`config.mk`:
```
export PLATFORM = sky130hd
export DESIGN_NAME = en_register
export DESIGN_NICKNAME = d
export VERILOG_FILES = /design/src/rtl/riscv_pkg.sv /design/src/rtl/en_register_bit.sv /design/src/rtl/en_register.sv
export SDC_FILE = /design/constraint.sdc
export NUM_CORES = 1
export LEC_CHECK = 0
export ABC_AREA = 1
export ABC_CLOCK_PERIOD_IN_PS = 800
export BUFFER_PORTS_ARGS = -buffer_cell sky130_fd_sc_hd__buf_2
export CAP_MARGIN = 15
export CORE_UTILIZATION = 30
export DETAILED_ROUTE_END_ITERATION = 8
export PLACE_DENSITY = 0.67
export SLEW_MARGIN = 20
export SYNTH_ARGS = -nofsm -noshare
export SYNTH_HDL_FRONTEND = slang
export SYNTH_SLANG_ARGS = --single-unit
```
`constraint.sdc`:
```
create_clock -name clk -period 0.8 [get_ports clk]
set_input_delay 0.04 -clock clk [delete_from_list [all_inputs] [get_ports clk]]
set_output_delay 0.04 -clock clk [all_outputs]
set_load 0.03 [all_outputs]
```
`src/rtl/riscv_pkg.sv`:
```
// rtl/riscv_pkg.sv - shared core-wide widths and word type
package riscv_pkg;

    localparam int XLEN = 32;

    typedef logic [XLEN-1:0] word_t;

endpackage : riscv_pkg

```
`src/rtl/en_register_bit.sv`:
```
// rtl/en_register_bit.sv - one flop with load enable and async active-low reset
module en_register_bit #(
    parameter logic RESET_VALUE = 1'b0
) (
    input  logic clk,
    input  logic rst,
    input  logic en,
    input  logic d,
    output logic q
);

    always_ff @(posedge clk or negedge rst) begin
        if (!rst) begin
            q <= RESET_VALUE;
        end else if (en) begin
            q <= d;
        end
    end

endmodule : en_register_bit

```
`src/rtl/en_register.sv`:
```
// rtl/en_register.sv - WIDTH-bit enable register; EN_REGISTER_ASSERT_EN adds checkers
module en_register
    import riscv_pkg::*;
#(
    parameter int               WIDTH       = XLEN,
    parameter logic [WIDTH-1:0] RESET_VALUE = '0
) (
    input  logic             clk,
    input  logic             rst,
    input  logic             en,
    input  logic [WIDTH-1:0] d,
    output logic [WIDTH-1:0] q
);

    // Per-bit flops so each bit carries its own reset constant.
    for (genvar i = 0; i < WIDTH; i++) begin : g_bit
        en_register_bit #(
            .RESET_VALUE (RESET_VALUE[i])
        ) u_bit (
            .clk (clk),
            .rst (rst),
            .en  (en),
            .d   (d[i]),
            .q   (q[i])
        );
    end

`ifdef EN_REGISTER_ASSERT_EN
    a_load : assert property (@(posedge clk) disable iff (!rst)
        en |=> (q == $past(d)));

    a_hold : assert property (@(posedge clk) disable iff (!rst)
        !en |=> $stable(q));

    // Reset value check must stay live while rst is low.
    a_reset_value : assert property (@(posedge clk)
        !rst |-> (q == RESET_VALUE));

    a_en_known : assert property (@(posedge clk) disable iff (!rst)
        !$isunknown(en));
`endif

endmodule : en_register

```
[Yosys cells after proc, flatten, opt, wreduce, memory -nomap -nowiden]
Index checks and enable logic that the tools add are counted.
Storage, ports and cells
  flip-flop bits (word level): 32
  output and inout port bits: 32
  word-level logic and storage cells: 32

[Depth between registers and ports, before layout]
  depth in word-level cells: 0
  mapped depth: 5
  depth with buffers taken out: 3

[By module]
From an unflattened synthesis, not the netlist that was laid out.
Second synthesis, totals
  cells, all modules: 160
  area, all modules: 1281.2 µm²
By module, submodules not included
  en_register_bit: times used 32, cells each 5, area an instance 40.0 µm², sequential area each 25.0 µm²

[Worst setup path before layout]
OpenSTA, ideal clock, no wires.
  path type: register -> register
  start: register, netlist name g_bit[1].u_bit.q
  end: register g_bit[1].u_bit.q
  library setup time: 0.116 ns
  arrival time: 0.454 ns
  data required time: 0.684 ns
  setup slack: 0.230 ns
  stages on the path, launching flop included: 3
  period minus slack after synthesis: 0.570 ns
  cells stage by stage: dfrtp_1 > nand2_2 > nand2_1
RTL lines
  end signal: assignment: line en_register_bit.sv:14  | q <= RESET_VALUE;
  end signal: assignment: line en_register_bit.sv:16  | q <= d;
  end: declaration: line en_register_bit.sv:9  | output logic q

[Final worst setup path]
  start: register g_bit[19].u_bit.q
  end: output port q[19]
RTL lines
  start: declaration: line en_register_bit.sv:9
  start signal: assignment: line en_register_bit.sv:14
  start signal: assignment: line en_register_bit.sv:16
  end: declaration: line en_register.sv:12  | output logic [WIDTH-1:0] q
No word-level cell between the ends.

==> metrics.yaml <==
status: "complete, but fails checks"
violations: "negative setup slack"
crit_path_end_kind: "output pin"
largest-register: "g_bit.u_bit.q"
relSlewSlack_pct: 85.5
clk_pin_slew_ps: 70
critPathBufInv: 1
grt_util_met2_pct: 29.1
vdd_drop_max_mv: 1.15
yosysWarnings: 0
grt_first_pass_wirelength_um: 5830
drive_above_1_share_pct: 41.9
hold_viol_final: 0
startpoint: "g_bit[19].u_bit.q$_DFFE_PN0P_"
cp_slowest_cell: "dfrtp_1"
use_met1_pct: 13.5
place.port_buffers: 66
antenna_found_initial: 0
reg_top3: "g_bit.u_bit.q: 32 flops"
synth.net_count: 203
fmax_mhz: 1150
grt_setup_unrepaired: "true"
synth_top_area_cell: "dfrtp_1"
holdCritPathClass: "in -> reg"
r2r-start: "g_bit[11].u_bit.q$_DFFE_PN0P_"
num_antenna_cells: 0
final_max_slew_viol_count: 0
ctsRootBufferMaster: "clkbuf_8"
h-tree-depth: 2
tightest_slew_ps: 218
critPathArrivalTime_ps: 830
drtIter0Drc: 22
crit_family: "flip-flops"
area_growth_pct: 60.3
die_x_um: 73.5
cts.sinks: 32
largest_register_ffs: 32
ant_nets: 0
grtUsageMet3_pct: 4.66
synth_top_area_share_pct: 52.2
ys_seq_elements: 32
place_area_um2: 1660
clock_latency_ps: 270
fillCellCount: 471
final_area_um2: 2460
grt_usage_pct: 14.6
dpl.hpwl_um: 1910
post_drt_via_cell_ratio: 3.96
max_cap_viol_count: 0
setup_ws_ps: -68.9
min_period_ps: 869
synth_area_leaders: "dfrtp_1 52%, nand2_1 21%, buf_4 16%, nand2_2 4.1%, clkbuf_8 2.7%"
die_y_um: 73.5
critPathMaxStageDelay_ps: 410
dieArea_um2: 5400
max-clock-path-buffers: 2
critPathKind: "reg -> out"
start_util_pct: 31.8
core-area_um2: 4820
pin_count: 67
busiest_layer: "met2"
post-place-cells: 265
synth_cell_types: 8
place_congestion: 0.585
worstSetupStartpointType: "flip-flop"
instances_no_fill: 327
grt_pass1_vias: 1371
crit_fanout: 2
synth.cell_area_um2: 1530
cts_buffers: 5
seq_area_frac_synth_pct: 52.2
finalSetupViolCount: 32
fin_hold_ws_ps: 209
overflow: 0
drt-pass1-iter-count: 4
fin_crit_sh_pct: 109
fin_nets: 294
wl_um: 3590
cts_tree: "yes"
crit_chain: "buf_6"
power_mw: 4.60
placementRows: 25
worstHoldStart: "en"
p_per_area_nw_per_um2: 1870
clock-skew-final_ps: 0
grt_max_degree: 33
required_ps: 760
setup_tns_ps: -1520
synth_cells: 168
leakage_nw: 1.33
vias: 1296
drc_errors: 0
avgSynthCellArea_um2: 9.12
wl_per_cell_um: 11.0
==> through the flow <==
stage / worst slack (ps) / util [%]
floorplan: 230 / -
global placement: 149 / 34.4
detailed placement: 133 / 34.4
CTS: -78.7 / 50.2
global route: -117 / 51.0
finish: -68.9 / 51.0
==> cells in the mapped netlist <==
cell type / instances
clkbuf_8: 3
buf_12: 1
nand2_1: 86
buf_6: 3
inv_8: 1
dfrtp_1: 32
buf_4: 32
nand2_2: 10
==> cells by family (layout without fill, tap and decap cells) <==
logic type / count (synthesis) / in the layout / share of synthesized area [%]
buf+inv: 40 / 132 / 22.6
flops: 32 / 32 / 52.2
simple gates: 96 / 96 / 25.1
==> worst paths after layout <==
| kind | to | slack [ps] | cells past startpoint |
|---|---|---|---|
| worst max-delay path | q[19] | -70 | 1 |
| worst min-delay path | g_bit[4].u_bit.q$_DFFE_PN0P_ | 210 | 4 |
| worst max register to register | g_bit[11].u_bit.q$_DFFE_PN0P_ | 40 | 3 |
| worst min register to register | g_bit[27].u_bit.q$_DFFE_PN0P_ | 500 | 2 |
| max in group asynchronous | g_bit[24].u_bit.q$_DFFE_PN0P_ | 380 | 3 |
| min in group asynchronous | g_bit[21].u_bit.q$_DFFE_PN0P_ | 240 | 3 |
==> cell type report <==
cell class | count | area, um2 | area share, %
clock inverters | 2 | 35.0 | 1.43
inverters | 1 | 11.3 | 0.458
multi-input cells | 96 | 388 | 15.8
flip-flops and latches | 32 | 801 | 32.6
clock buffers | 6 | 72.6 | 2.95
repair buffers | 123 | 1070 | 43.4
well taps | 67 | 83.8 | 3.41
==> repair_timing <==
item / CTS / global route
hold buffers: 33 / 0
buffers inserted: 16 / 5
setup endpoints to repair: 32 / 33
endpoints found under the hold margin: 64 / 0
resized for setup: 64 / 1
pin swaps: 0 / 0
==> layer usage <==
metal | vias up | wire (um) | part of all wire (%)
met5 | - | 0 | 0
met2 | 38 | 2010 | 56
met1 | 604 | 1350 | 38
met3 | 6 | 169 | 4.7
met4 | 0 | 51 | 1.4
li1 | 648 | - | -
==> where the power goes <==
part           switching, mW  internal (mW)
Sequential             0.104           1.76
Clock                  0.565          0.923
Combinational          0.606          0.635
==> cells in the final DEF (no fill, tap or decap) <==
cell type       n
dlygate4sd3_1  33
inv_8           1
clkinv_2        1
buf_4          22
buf_12          2
clkbuf_8        5
buf_6          32
dfrtp_1        32
buf_2          34
clkbuf_1        1
nand2_2        11
nand2_1        85
bufinv_16       1
(Power assumes the default switching activity.)
